--- config.mk ---
export PLATFORM = sky130hd
export DESIGN_NAME = ssp_master_flat
export DESIGN_NICKNAME = d
export VERILOG_FILES = /design/src/rtl/ssp_pkg.sv /design/src/rtl/ssp_master_if.sv /design/src/rtl/ssp_sck_gen.sv /design/src/rtl/ssp_master.sv /design/src/flat_wrapper.sv
export SDC_FILE = /design/constraint.sdc
export NUM_CORES = 1
export LEC_CHECK = 0
export CELL_PAD_IN_SITES_DETAIL_PLACEMENT = 1
export CELL_PAD_IN_SITES_GLOBAL_PLACEMENT = 1
export CORE_MARGIN = 2
export CORE_UTILIZATION = 40
export CTS_CLUSTER_SIZE = 14
export DETAILED_ROUTE_END_ITERATION = 12
export PLACE_DENSITY_LB_ADDON = 0.12
export SETUP_SLACK_MARGIN = 0.02
export SKIP_CTS_REPAIR_TIMING = 1
export SYNTH_ARGS = -nofsm -noshare
export SYNTH_HDL_FRONTEND = slang
export SYNTH_HIERARCHICAL = 1
export SYNTH_SLANG_ARGS = --single-unit
--- constraint.sdc ---
create_clock -name Clk -period 2.8 [get_ports Clk]
set_clock_uncertainty 0.15 [all_clocks]
set_input_delay 0.56 -clock Clk [delete_from_list [all_inputs] [get_ports Clk]]
set_output_delay 0.56 -clock Clk [all_outputs]
set_load 0.01 [all_outputs]
--- src/rtl/ssp_pkg.sv ---
// Shared constants and FSM state type for the SSP master.
// Frame layout: {RA[2:0], WnR, DI[11:0]}, MSB first on the wire.
package ssp_pkg;

    localparam int FRM_W   = 16;
    localparam int RA_MSB  = 15;
    localparam int RA_LSB  = 13;
    localparam int WNR_BIT = 12;
    localparam int DAT_W   = 12;

    typedef enum logic [2:0] {
        IDLE,
        SETUP,
        SHIFT,
        HOLD,
        GAP
    } state_t;

endpackage

--- src/rtl/ssp_master_if.sv ---
// Host request/response and SSP pin bundle for ssp_master.
// master: the ssp_master view; slave: the host + pin-side view.
interface ssp_master_if;
    import ssp_pkg::*;

    logic                 Start;
    logic [2:0]           RA;
    logic                 WnR;
    logic [DAT_W-1:0]     DI;
    logic                 Busy;
    logic                 Done;
    logic [FRM_W-1:0]     RxD;
    logic                 nSSEL;
    logic                 SCK;
    logic                 MOSI;
    logic                 MISO;

    modport master (
        input  Start, RA, WnR, DI, MISO,
        output Busy, Done, RxD, nSSEL, SCK, MOSI
    );

    modport slave (
        output Start, RA, WnR, DI, MISO,
        input  Busy, Done, RxD, nSSEL, SCK, MOSI
    );

endinterface

--- src/rtl/ssp_sck_gen.sv ---
// SCK generator: half-period divider (DIV+1 Clk) and SCK toggle.
// Ports: Clk, Rst (async low), En (toggle on tick), Clr (hold divider, SCK=1) -> tick, SCK, rise, fall.
module ssp_sck_gen #(
    parameter int DIV = 1
) (
    input  logic Clk,
    input  logic Rst,
    input  logic En,
    input  logic Clr,
    output logic tick,
    output logic SCK,
    output logic rise,
    output logic fall
);

    localparam logic [7:0] DIV_TC = 8'(DIV);

    logic [7:0] divCnt;

    // The divider keeps running while SCK is frozen (En low) so that
    // HOLD and GAP are still timed in half-periods.
    assign tick = ~Clr & (divCnt == DIV_TC);
    assign rise = tick & En & ~SCK;
    assign fall = tick & En & SCK;

    always_ff @(posedge Clk or negedge Rst) begin
        if (!Rst) begin
            divCnt <= '0;
            SCK    <= 1'b1;
        end else if (Clr) begin
            divCnt <= '0;
            SCK    <= 1'b1;
        end else begin
            if (tick) divCnt <= '0;
            else      divCnt <= divCnt + 8'd1;
            if (tick && En) SCK <= ~SCK;
        end
    end

endmodule

--- src/rtl/ssp_master.sv ---
// SSP master (SPI mode 3): sends {RA,WnR,DI}, collects 16 MISO bits into RxD.
// Ports: Clk, Rst (async low), bus (ssp_master_if.master); LpBk only with SSP_MASTER_LOOPBACK_EN.
module ssp_master #(
    parameter int DIV = 1,
    parameter int GAP = 2
) (
    input  logic Clk,
    input  logic Rst,
`ifdef SSP_MASTER_LOOPBACK_EN
    input  logic LpBk,
`endif
    ssp_master_if.master bus
);
    import ssp_pkg::*;

    localparam logic [3:0] GAP_LAST = 4'(GAP - 1);
    localparam logic [4:0] BITS     = 5'(FRM_W);

    state_t             state;
    logic [FRM_W-1:0]   txSr;
    logic [FRM_W-1:0]   rxSr;
    logic [FRM_W-1:0]   rxD;
    logic [4:0]         bitCnt;
    logic [3:0]         gapCnt;
    logic               lead;
    logic               busy;
    logic               done;
    logic               nSsel;
    logic               mosi;
    logic               misoIn;
    logic               sckEn;
    logic               sckClr;
    logic               tick;
    logic               sck;
    logic               rise;
    logic               fall;

`ifdef SSP_MASTER_LOOPBACK_EN
    assign misoIn = LpBk ? mosi : bus.MISO;
`else
    assign misoIn = bus.MISO;
`endif

    // SETUP spends one half-period as nSSEL lead, then SCK falls on the
    // second tick. SHIFT stops toggling once 16 bits are in, leaving SCK
    // high for its last half-period before HOLD.
    assign sckClr = (state == IDLE);
    assign sckEn  = ((state == SHIFT) && (bitCnt != BITS))
                  || ((state == SETUP) && lead);

    ssp_sck_gen #(.DIV(DIV)) u_sck (
        .Clk  (Clk),
        .Rst  (Rst),
        .En   (sckEn),
        .Clr  (sckClr),
        .tick (tick),
        .SCK  (sck),
        .rise (rise),
        .fall (fall)
    );

    always_ff @(posedge Clk or negedge Rst) begin
        if (!Rst) begin
            state  <= IDLE;
            txSr   <= '0;
            rxSr   <= '0;
            rxD    <= '0;
            bitCnt <= '0;
            gapCnt <= '0;
            lead   <= 1'b0;
            busy   <= 1'b0;
            done   <= 1'b0;
            nSsel  <= 1'b1;
            mosi   <= 1'b1;
        end else begin
            done <= 1'b0;
            unique case (state)
                IDLE: begin
                    if (bus.Start && !busy) begin
                        txSr   <= {bus.RA, bus.WnR, bus.DI};
                        mosi   <= bus.RA[2];
                        nSsel  <= 1'b0;
                        busy   <= 1'b1;
                        bitCnt <= '0;
                        lead   <= 1'b0;
                        state  <= SETUP;
                    end
                end
                SETUP: begin
                    if (tick) begin
                        if (lead) state <= SHIFT;
                        else      lead  <= 1'b1;
                    end
                end
                SHIFT: begin
                    if (rise) begin
                        rxSr <= {rxSr[FRM_W-2:0], misoIn};
                        if (bitCnt != BITS) bitCnt <= bitCnt + 5'd1;
                    end
                    if (fall) begin
                        txSr <= txSr << 1;
                        mosi <= txSr[FRM_W-2];
                    end
                    if (tick && (bitCnt == BITS)) state <= HOLD;
                end
                HOLD: begin
                    if (tick) begin
                        nSsel  <= 1'b1;
                        mosi   <= 1'b1;
                        rxD    <= rxSr;
                        done   <= 1'b1;
                        gapCnt <= '0;
                        state  <= ssp_pkg::GAP;
                    end
                end
                ssp_pkg::GAP: begin
                    if (tick) begin
                        if (gapCnt == GAP_LAST) begin
                            busy  <= 1'b0;
                            state <= IDLE;
                        end else begin
                            gapCnt <= gapCnt + 4'd1;
                        end
                    end
                end
                default: state <= IDLE;
            endcase
        end
    end

    assign bus.Busy  = busy;
    assign bus.Done  = done;
    assign bus.RxD   = rxD;
    assign bus.nSSEL = nSsel;
    assign bus.SCK   = sck;
    assign bus.MOSI  = mosi;

endmodule
--- src/flat_wrapper.sv ---
// flat-port wrapper written by rule: the top's interface ports become plain ports
module ssp_master_flat import ssp_pkg::*;
#(
    parameter int DIV = 1,
    parameter int GAP = 2
)
  (Clk, Rst, bus_Start, bus_RA, bus_WnR, bus_DI, bus_MISO, bus_Busy, bus_Done, bus_RxD, bus_nSSEL, bus_SCK, bus_MOSI);
  ssp_master_if bus_i ();
  input  logic Clk;
  input  logic Rst;
  input wire logic [$bits(bus_i.Start)-1:0] bus_Start;
  input wire logic [$bits(bus_i.RA)-1:0] bus_RA;
  input wire logic [$bits(bus_i.WnR)-1:0] bus_WnR;
  input wire logic [$bits(bus_i.DI)-1:0] bus_DI;
  input wire logic [$bits(bus_i.MISO)-1:0] bus_MISO;
  output wire logic [$bits(bus_i.Busy)-1:0] bus_Busy;
  output wire logic [$bits(bus_i.Done)-1:0] bus_Done;
  output wire logic [$bits(bus_i.RxD)-1:0] bus_RxD;
  output wire logic [$bits(bus_i.nSSEL)-1:0] bus_nSSEL;
  output wire logic [$bits(bus_i.SCK)-1:0] bus_SCK;
  output wire logic [$bits(bus_i.MOSI)-1:0] bus_MOSI;
  assign bus_i.Start = bus_Start;
  assign bus_i.RA = bus_RA;
  assign bus_i.WnR = bus_WnR;
  assign bus_i.DI = bus_DI;
  assign bus_i.MISO = bus_MISO;
  assign bus_Busy = bus_i.Busy;
  assign bus_Done = bus_i.Done;
  assign bus_RxD = bus_i.RxD;
  assign bus_nSSEL = bus_i.nSSEL;
  assign bus_SCK = bus_i.SCK;
  assign bus_MOSI = bus_i.MOSI;
  ssp_master #(.DIV(DIV), .GAP(GAP)) u_core (.Clk(Clk), .Rst(Rst), .bus(bus_i));
endmodule
==> results.toml <==
[logic_synthesis]
synth.net_count = 289
synthesis.area_um2 = 3341
synthCells = 263
ys_types = 43
yosysSeqAreaShare_pct = 54.79
syn_area_per_cell_um2 = 12.70
dominantRegCellSynth = "dfrtp_1"
synth_seq_cells = 73
yosysWarnings = 6
synth_top_area_share_pct = 52.43
async_flop_share_pct = 100.0
synth-edff-count = 0
ys_top_cells_by_area = "dfrtp_1 52%, mux2_2 21%, dfstp_2 2.4%"
synth_top_cell_by_area = "dfrtp_1"

[floorplan]
ios = 41
core_region_area_um2 = 8175
fp.dieH_um = 95.39
rows = 33
start_util_pct = 40.86
chipWidth_um = 95.39
design.die.area_um2 = 9098

[timing]
fin_ws_ns = 0.1406
finalCriticalPeriod_ns = 2.659
drv_slew = 0
relSlewSlack_pct = 67.15
setup_viol = 0
hold_viol_final = 0
clock.fmax_ghz = 0.3760
worstMarginPinSlew_ns = 0.4917
rsz0062_at_grt = "no"
fin_crit_sh_pct = 94.98
tns_ns = 0

[route]
drcViolationCount = 0
vias_per_cell = 5.241
antenna_left = 0
firstDrtPassIters = 4
first_iter_violations = 46
wirelength_um = 6804
vias = 2259
routedWlPerCell_um = 15.79

[clock_network]
cts_tree = "done"
htreeDepth = 3
clock_path_buffers = 2
clkSinkCount = 73
clk_pin_slew_worst_paths_ns = 0.09
clock_latency_ns = 0.35
cts_buffers = 9
root_buffer = "clkbuf_8"

[min_path]
hold_end = "u_core/bus.RxD[2]"
min_from = "u_core/bus.RxD[2]"
hold_class = "register to register"
hold_depth = 1

[global_route]
grt_overflow_total = 0
grt_max_degree = 25
antenna_found_initial = 0
grt_usage_pct = 16.54
grt_pass1_vias = 2324
grt_pass1_wl_um = 11470

[worst_setup_path]
reg2reg_slack_ns = 0.14
cpMaxStageDelayCell = "or4b_4"
worstPathMaxFanout = 15
ff2ff_path_depth = 9
end_kind = "register"
timing.rr.start = "u_core/u_sck/divCnt[1]"
timing.rr.end = "u_core/txSr[8]"
startpoint_type = "register"
critPathMaxStageDelay_ns = 0.50
path_class = "register to register"
arrival_ns = 2.74
crit_chain = "inv_1 -> ha_1 -> or4b_4 -> nor3_4 -> and3_1 -> nand2_1 -> a211oi_4 -> buf_12 -> mux2_2"
required_ns = 2.88

[pwr]
p_leak_nw = 1.863
p_clk_share_pct = 25.4
p_per_area_nw_per_um2 = 786.3
combPwrFrac_pct = 31.7
p_seq_share_pct = 42.9
power_mw = 3.299
netSwitchingFraction_pct = 31.03
p_switching_mw = 1.023
peakVddDrop_mv = 0.3200
power.internal_mw = 2.275

[layout]
drive_above_1_share_pct = 33.44
instances_no_fill = 431
fillCellCount = 860
antennaDiodeCount = 0
final_nets = 347
syn_to_final_growth_pct = 25.58

[placed_design]
dpl.cell_count = 413
io_buffers = 40
dp_hpwl_um = 4751
pre_cts_slack_ns = 0.1525
finalWeightedCongestion = 0.7780

[run_status]
status = "finished clean"

[job]
cap_violations = 0
==> registers in the layout (all words and copies together) (netlist names) <==
register and count:
u_core/bitCnt 5, u_core/bus.Busy 1, u_core/bus.Done 1, u_core/bus.MOSI 1, u_core/bus.RxD 16, u_core/bus.nSSEL 1
u_core/gapCnt 4, u_core/lead 1, u_core/rxSr 16, u_core/state 3, u_core/txSr 15, u_core/u_sck/SCK 1
u_core/u_sck/divCnt 8
==> layout by cell type (no fill, tap or decap), types with 2 or more instances in the layout <==
cell type	Yosys	layout
nand2b_1	2	2
ha_1	6	6
buf_12	0	2
clkbuf_8	0	9
dfrtp_1	70	70
nand3_1	8	8
inv_1	10	10
dfstp_2	3	3
nand4bb_1	3	3
clkinv_4	0	2
inv_6	0	2
nor3b_1	4	2
mux2_2	61	61
o211ai_1	3	3
a31o_2	2	2
o21ai_0	14	14
clkdlybuf4s50_1	0	39
mux2i_1	3	3
buf_4	0	15
nand4_1	2	2
or3_1	8	8
nor2_1	10	10
nand3b_1	2	2
xor2_1	2	2
a21oi_1	10	10
nand2_1	9	9
==> logic make-up after synthesis <==
kind of cell	share of synthesized area, %
simple gates	10.82
xor+xnor	0.7867
flops	54.79
buf+inv	3.034
compound gates	6.855
fa+ha+maj	2.247
mux	21.46
==> area by class of cell <==
class	instances	area, um^2	area share (%)
timing repair buffer	58	558.0	13.30
clock inverter	7	77.57	1.849
tap	105	131.4	3.132
multi-input combinational	169	1436	34.24
inverter	10	37.54	0.8947
sequential	73	1831	43.63
clock buffer	9	123.9	2.953
==> metrics by stage <==
| step | hold slack [ns] | instance area, um^2 | util (%) |
|---|---|---|---|
| 2_1_floorplan | 0.1144 | 3357 | - |
| 3_3_place_gp | 0.3366 | 3970 | 48.56 |
| 3_5_place_dp | 0.3438 | 3970 | 48.56 |
| 4_1_cts | -0.03775 | 4172 | 51.03 |
| 5_1_grt | 0.3713 | 4195 | 51.32 |
| 6_report | 0.3595 | 4195 | 51.32 |
==> power groups by stage <==
stage | Combinational, mW | Sequential (mW) | Clock, mW
floorplan | 0.691 | 1.42 | 0
global placement | 1.02 | 1.43 | 0
detailed placement | 1.05 | 1.44 | 0
CTS | 1.05 | 1.42 | 0.872
global route | 1.15 | 1.45 | 0.910
finish | 1.04 | 1.42 | 0.838
==> routing by layer <==
metal  global-route usage [%]  vias to the layer above  wire length (um)
met5                        0                        -                 0
met1                    22.52                     1162              3251
met4                    7.857                        0               136
met3                    3.004                       13               169
met2                    25.59                       28              3247
li1                         -                     1056                 -
==> Yosys cell counts, drive strengths merged (4+ instances only) <==
cell type and n:
mux2 61, a21oi 10, inv 10, nand2 9
nand3 8, nor3b 4, nor2 10, buf 8
or3 9, o21ai 14, dfrtp 70, ha 6
==> critical path, delay by kind of cell (launching register included) <==
family / cells / cell delay (ns)
AO/OA/AOI/OAI: 1 / 0.25
multiplexers: 1 / 0.34
buffers and inverters: 2 / 0.25
adder cells (fa/ha/maj): 1 / 0.13
AND/OR/NAND/NOR: 4 / 1.04
flip-flops: 1 / 0.38
==> worst max-delay path by stage <==
stage | from | end | slack (ns) | cells past startpoint
floorplan | u_core/u_sck/divCnt[1] | u_core/txSr[10] | 0.06 | 9
CTS | u_core/u_sck/divCnt[1] | u_core/txSr[6] | 0.15 | 9
global placement | u_core/u_sck/divCnt[1] | u_core/txSr[8] | 0.21 | 9
detailed placement | u_core/u_sck/divCnt[1] | u_core/txSr[6] | 0.15 | 9
global route | u_core/u_sck/divCnt[1] | u_core/txSr[12] | 0.03 | 9
finish | u_core/u_sck/divCnt[1] | u_core/txSr[8] | 0.14 | 9
No activity file was read; power rests on OpenSTA's default activity.
